`src/rtl/sr_byte_feeder.sv`:
```
// sr_byte_feeder: small FIFO in front of the 74hc595 driver; issues one byte per handshake,
// enforces an idle gap between latches and flags overflow / handshake timeouts.
module sr_byte_feeder #(
   parameter int unsigned DEPTH      = 8,
   parameter int unsigned ADDR_W     = 3,
   parameter int unsigned GAP_CYCLES = 48,
   parameter int unsigned TIMEOUT    = 255
) (
   input  logic            i_clk,
   input  logic            i_Rst_n,
   input  logic [7:0]      i_Data,
   input  logic            i_Valid,
   input  logic            i_ClrErr,
   output logic            o_Full,
   output logic            o_Empty,
   output logic [ADDR_W:0] o_Level,
   output logic            o_Overflow,
   output logic            o_Timeout,
   output logic            o_Busy,
   output logic [7:0]      o_SR_Data,
   output logic            o_SR_Enable,
   input  logic            i_SR_Ready
);

   localparam int unsigned LvlW = ADDR_W + 1;
   localparam int unsigned TmoW = $clog2(TIMEOUT + 1);
   localparam int unsigned GapW = (GAP_CYCLES > 0) ? $clog2(GAP_CYCLES + 1) : 1;

   typedef enum logic [2:0] {StIdle, StEnable, StWaitLo, StWaitHi, StGap} state_e;

   state_e            state_q;
   logic [7:0]        mem_q [DEPTH];
   logic [ADDR_W-1:0] wr_ptr_q;
   logic [ADDR_W-1:0] rd_ptr_q;
   logic [TmoW-1:0]   tmo_cnt_q;
   logic [GapW-1:0]   gap_cnt_q;
   logic [ADDR_W:0]   level_d;
   logic              wr_en;
   logic              pop;
   logic              tmo_hit;

   // Full is the registered flag, so a write while full is refused even if a pop happens now.
   assign wr_en   = i_Valid & ~o_Full;
   assign pop     = (state_q == StIdle) & ~o_Empty & i_SR_Ready;
   assign tmo_hit = (state_q == StWaitLo) & i_SR_Ready & (tmo_cnt_q == TmoW'(TIMEOUT - 1));
   assign o_Busy  = (state_q != StIdle);

   always_comb begin
      level_d = o_Level;
      if (wr_en & ~pop) begin
         level_d = o_Level + 1'b1;
      end else if (~wr_en & pop) begin
         level_d = o_Level - 1'b1;
      end
   end

   // Storage is deliberately left out of reset.
   always_ff @(posedge i_clk) begin
      if (wr_en) begin
         mem_q[wr_ptr_q] <= i_Data;
      end
   end

   always_ff @(posedge i_clk or negedge i_Rst_n) begin
      if (!i_Rst_n) begin
         wr_ptr_q   <= '0;
         rd_ptr_q   <= '0;
         o_Level    <= '0;
         o_Full     <= 1'b0;
         o_Empty    <= 1'b1;
         o_Overflow <= 1'b0;
      end else begin
         if (wr_en) wr_ptr_q <= wr_ptr_q + 1'b1;
         if (pop)   rd_ptr_q <= rd_ptr_q + 1'b1;
         o_Level <= level_d;
         o_Full  <= (level_d == LvlW'(DEPTH));
         o_Empty <= (level_d == '0);
         if (i_Valid & o_Full) begin
            o_Overflow <= 1'b1;
         end else if (i_ClrErr) begin
            o_Overflow <= 1'b0;
         end
      end
   end

   always_ff @(posedge i_clk or negedge i_Rst_n) begin
      if (!i_Rst_n) begin
         state_q     <= StIdle;
         o_SR_Data   <= '0;
         o_SR_Enable <= 1'b0;
         o_Timeout   <= 1'b0;
         tmo_cnt_q   <= '0;
         gap_cnt_q   <= '0;
      end else begin
         if (tmo_hit) begin
            o_Timeout <= 1'b1;
         end else if (i_ClrErr) begin
            o_Timeout <= 1'b0;
         end
         unique case (state_q)
            StIdle: begin
               if (pop) begin
                  o_SR_Data   <= mem_q[rd_ptr_q];
                  o_SR_Enable <= 1'b1;
                  state_q     <= StEnable;
               end
            end
            StEnable: begin
               o_SR_Enable <= 1'b0;
               tmo_cnt_q   <= '0;
               state_q     <= StWaitLo;
            end
            StWaitLo: begin
               if (!i_SR_Ready) begin
                  state_q <= StWaitHi;
               end else if (tmo_hit) begin
                  // Driver never acknowledged: the byte is abandoned.
                  gap_cnt_q <= GapW'(GAP_CYCLES);
                  state_q   <= (GAP_CYCLES == 0) ? StIdle : StGap;
               end else begin
                  tmo_cnt_q <= tmo_cnt_q + 1'b1;
               end
            end
            StWaitHi: begin
               if (i_SR_Ready) begin
                  gap_cnt_q <= GapW'(GAP_CYCLES);
                  state_q   <= (GAP_CYCLES == 0) ? StIdle : StGap;
               end
            end
            StGap: begin
               gap_cnt_q <= gap_cnt_q - 1'b1;
               if (gap_cnt_q <= GapW'(1)) begin
                  state_q <= StIdle;
               end
            end
            default: state_q <= StIdle;
         endcase
      end
   end

endmodule

```
`config.mk`:
```
export PLATFORM = sky130hd
export DESIGN_NAME = sr_byte_feeder
export DESIGN_NICKNAME = d
export VERILOG_FILES = /design/src/rtl/sr_byte_feeder.sv
export SDC_FILE = /design/constraint.sdc
export NUM_CORES = 1
export LEC_CHECK = 0
export CORE_ASPECT_RATIO = 2
export CORE_MARGIN = 2
export CORE_UTILIZATION = 45
export DETAILED_ROUTE_END_ITERATION = 16
export GPL_TIMING_DRIVEN = 0
export PLACE_DENSITY = 0.66
export SYNTH_ARGS = -nofsm -noshare
export SYNTH_HDL_FRONTEND = slang
export SYNTH_SLANG_ARGS = --single-unit
```
`constraint.sdc`:
```
create_clock -name i_clk -period 1.8 [get_ports i_clk]
set_input_delay 0.45 -clock i_clk [delete_from_list [all_inputs] [get_ports i_clk]]
set_output_delay 0.45 -clock i_clk [all_outputs]
set_load 0.02 [all_outputs]
```
==> metrics.md <==
| Metric | Value |
|---|---|
| Status | finished, violations left |
| Failing checks | setup timing |
| Synth Area per Inst | 14.6 um2 |
| Synthesized area | between 0.004 and 0.005 mm2 |
| Seq/Total Area, Yosys | 0.650 |
| Synthesis-stage register bit count | between 100 and 150 |
| Avg Vias per Cell | roughly 5.5 |
| Worst Skew | about 0.0086 ns |
| Synthesis warning total | 0 |
| Placement Cell Area | approximately 0.005 mm2 |
| Met3 GRT Util | 0.0395 |
| IO Pins | 31 |
| Detail Route Antenna Nets | 0 |
| Final core occ | 0.593 |
| CTS sink cnt | ~100 |
| WL per Instance | ~19 um |
| Setup WS post-layout | -0.103 ns |
| Top_reg_cell synth | edfxtp_1 |
| Vias | between 2k and 3k |
| Final std cell area, no fill | approximately 0.0058 mm2 |
| Hold_ws | a little under 0.5 ns |
| Max cap viols | 0 |
| Pin count of the biggest net entering global routing | 31 |
| First-pass GRT wire length | ~15000 um |
| CP required | about 2.0 ns |
| Placed instance count | 470 |
| Hold WC Path Type | reg -> reg |
| Most congested layer reported by global routing | met2 |
| Crit-path max cell delay | between 0.5 and 0.6 ns |
| GRT met1 Usage | 0.208 |
| Power Density | between 1500 and 2000 mW/mm2 |
| VDD IR max | roughly 0.79 mV |
| Post-synthesis xor/xnor area fraction | 0.0195 |
| Vias in the first global route | roughly 2.9k |
| CTS tree | done |
| Rows | 51 |
| Clock Tree Buf Depth | 2 |
| Dpl ws | -0.887 ns |
| Detail Placement HPWL | roughly 6400 um |
| Die Area | around 0.011 mm2 |
| Setup TNS Final | -0.201 ns |
| Total GRT Usage | 0.194 |
| R2R Setup Slk | -0.10 ns |
| Mux contribution to synthesized area | 0.105 |
| Distinct cells, synth | 57 |
| N_diodes | 0 |
| Grt ovf | 0 |
| Die Ht | about 150 um |
| DR pass1 iterations | 4 |
| DR iter-0 viols | 104 |
| CP dominant cell by count | a2111oi_2 |
| Synth Area in Compound Gates | 0.0701 |
| Final period util | 1.06 |
| Met2 GRT Util | 0.348 |
| Crit path cell chain | nor3b_4, buf_6, buf_4, a2111oi_2, a31oi_2, a2111oi_2 |
| Max frequency | 525 MHz |
| Final hold vios | 0 |
| Setup crit end kind | flop |
| Fin cells | just over 500 |
| RePlAce Congestion | 0.806 |
| Critical path launch point type | flop |
| Clock Latency Late Sink | about 0.35 ns |
| I/O Buffers | 30 |
| Simple-Gate Fraction of Synth Area | 0.114 |
| LEAKAGE | around 2.2 nW |
| Final setup fails | 3 |
| Tot Pwr | around 9.4 mW |
| CP max-delay cell | dfstp_2 |
| Mapped Cells | slightly above 300 |
| Fin crit period | about 1.9 ns |
| Core Region | 0.00970 mm2 |
| Crit Path Class | reg -> reg |
| Area Overhead vs Synth | 28.0% |
| Starting density of the core | 0.463 |
| Crit Path Max Fanout | 4 |
| CP arrival | 2.14 ns |
| TritonCTS Buffers | 9 |
| Clock root buffer | clkbuf_16 |
| Worst-Margin Slew | 0.740 ns |
| Initial antenna violation count | 0 |
| Synth Net Count | 328 |
| Reg clk slew, reported paths | 0.07 ns |
| Adder-Cell Fraction of Synth Area | 0.0223 |
| DRT Wirelength | 9610 um |
| Post-synth ARST share | 0.385 |
| Die W | about 75 um |
| EDFF count, synth | between 60 and 70 |
| Rel. slew slack | 0.507 |
| Layout cells sized above 1 | 0.280 |
| Max Transition Viols Final | 0 |
| DRC viols | 0 |
| H-Tree Depth | 3 |
| RSZ-0062 raised after global routing | yes |
| Final #Nets | about 390 |
| Largest family of logic cells by synthesized area | simple AND/OR/NAND/NOR gates |
## report_power, final
| group | switching (mW) | internal (mW) | leakage (nW) | total, mW |
|---|---|---|---|---|
| Combinational | 1.89 | 1.77 | 0.950 | 3.66 |
| Sequential | 0.549 | 3.14 | 1.07 | 3.69 |
| Clock | 0.877 | 1.22 | 0.151 | 2.10 |
| Total | 3.32 | 6.12 | 2.17 | 9.44 |
## worst paths after layout
path	cells past startpoint	startpoint	end
setup reg to reg	6	o_Empty$_DFF_PN1_	o_Full$_DFF_PN0_
hold / removal	1	gap_cnt_q[5]$_DFFE_PN0P_	gap_cnt_q[5]$_DFFE_PN0P_
max in group asynchronous	3	i_Rst_n	o_Empty$_DFF_PN1_
setup / recovery	6	o_Empty$_DFF_PN1_	o_Full$_DFF_PN0_
hold reg to reg	1	gap_cnt_q[5]$_DFFE_PN0P_	gap_cnt_q[5]$_DFFE_PN0P_
min in group asynchronous	2	i_Rst_n	o_Overflow$_DFFE_PN0P_
## cell families after synthesis
kind of cell / count (synthesis)
simple gates: 92
buf+inv: 21
mux: 27
compound gates: 45
fa+ha+maj: 8
xor+xnor: 10
flops: 104
## layer usage
| layer | vias up | wire length [um] |
|---|---|---|
| met2 | 41 | 5570 |
| li1 | 1303 | - |
| met4 | 0 | 232 |
| met5 | - | 0 |
| met3 | 15 | 248 |
| met1 | 1425 | 3550 |
## registers in the layout, indices dropped and copies added, names as in the netlist
register / flops
mem_q: 64
o_SR_Data: 8
tmo_cnt_q: 8
gap_cnt_q: 6
o_Level: 4
rd_ptr_q: 3
state_q: 3
wr_ptr_q: 3
o_Empty: 1
o_Full: 1
o_Overflow: 1
o_SR_Enable: 1
o_Timeout: 1
## cells in the mapped netlist (3+ instances only)
| cell type | number | area share |
|---|---|---|
| inv_1 | 8 | 0.0067 |
| dfrtp_1 | 39 | 0.22 |
| nor4_1 | 4 | 0.0056 |
| xnor2_1 | 9 | 0.018 |
| nor2_1 | 20 | 0.017 |
| ha_1 | 8 | 0.022 |
| a2111oi_0 | 3 | 0.0058 |
| nand3_1 | 9 | 0.010 |
| o21ai_0 | 14 | 0.016 |
| mux4_2 | 16 | 0.080 |
| nand2_1 | 21 | 0.018 |
| or3b_1 | 3 | 0.0058 |
| a31oi_1 | 3 | 0.0042 |
| clkbuf_1 | 6 | 0.0050 |
| and2_1 | 3 | 0.0042 |
| buf_2 | 6 | 0.0067 |
| nor3_1 | 8 | 0.0089 |
| a21oi_1 | 5 | 0.0056 |
| mux2i_1 | 10 | 0.022 |
| edfxtp_1 | 64 | 0.43 |
| or3_1 | 4 | 0.0056 |
| nand2b_1 | 3 | 0.0042 |
## worst max-delay path, delay by kind of cell, from the launching register on
family          cells  cell delay, ns
buf+inv             2            0.27
flops               1            0.59
simple gates        1            0.06
compound gates      3            0.87
## placed cells by master, fill, tap and decap left out, drive strengths merged, types with 10 or more instances in the layout
cell type / count
o21ai: 14
mux4: 16
mux2i: 10
clkdlybuf4s50: 12
clkbuf: 12
dfrtp: 39
buf: 31
nand2: 21
nor2: 21
edfxtp: 64
## repair_timing
action,in CTS,in global routing
pin swaps,5,3
resized for setup,50,29
buffers inserted,16,6
hold buffers,1,0
hold endpoints to repair,10,0
endpoints found under the setup margin,87,33
## cell type report
| type | count | area, um2 |
|---|---|---|
| flip-flops and latches | 104 | 2930 |
| repair buffers | 54 | 564 |
| inverters | 8 | 30.0 |
| clock inverters | 7 | 95.1 |
| well taps | 132 | 165 |
| clock buffers | 9 | 225 |
| fillers | 779 | 3940 |
| plain buffers | 8 | 62.6 |
| multi-input cells | 182 | 1680 |
Power figures use the tool's default switching activity.
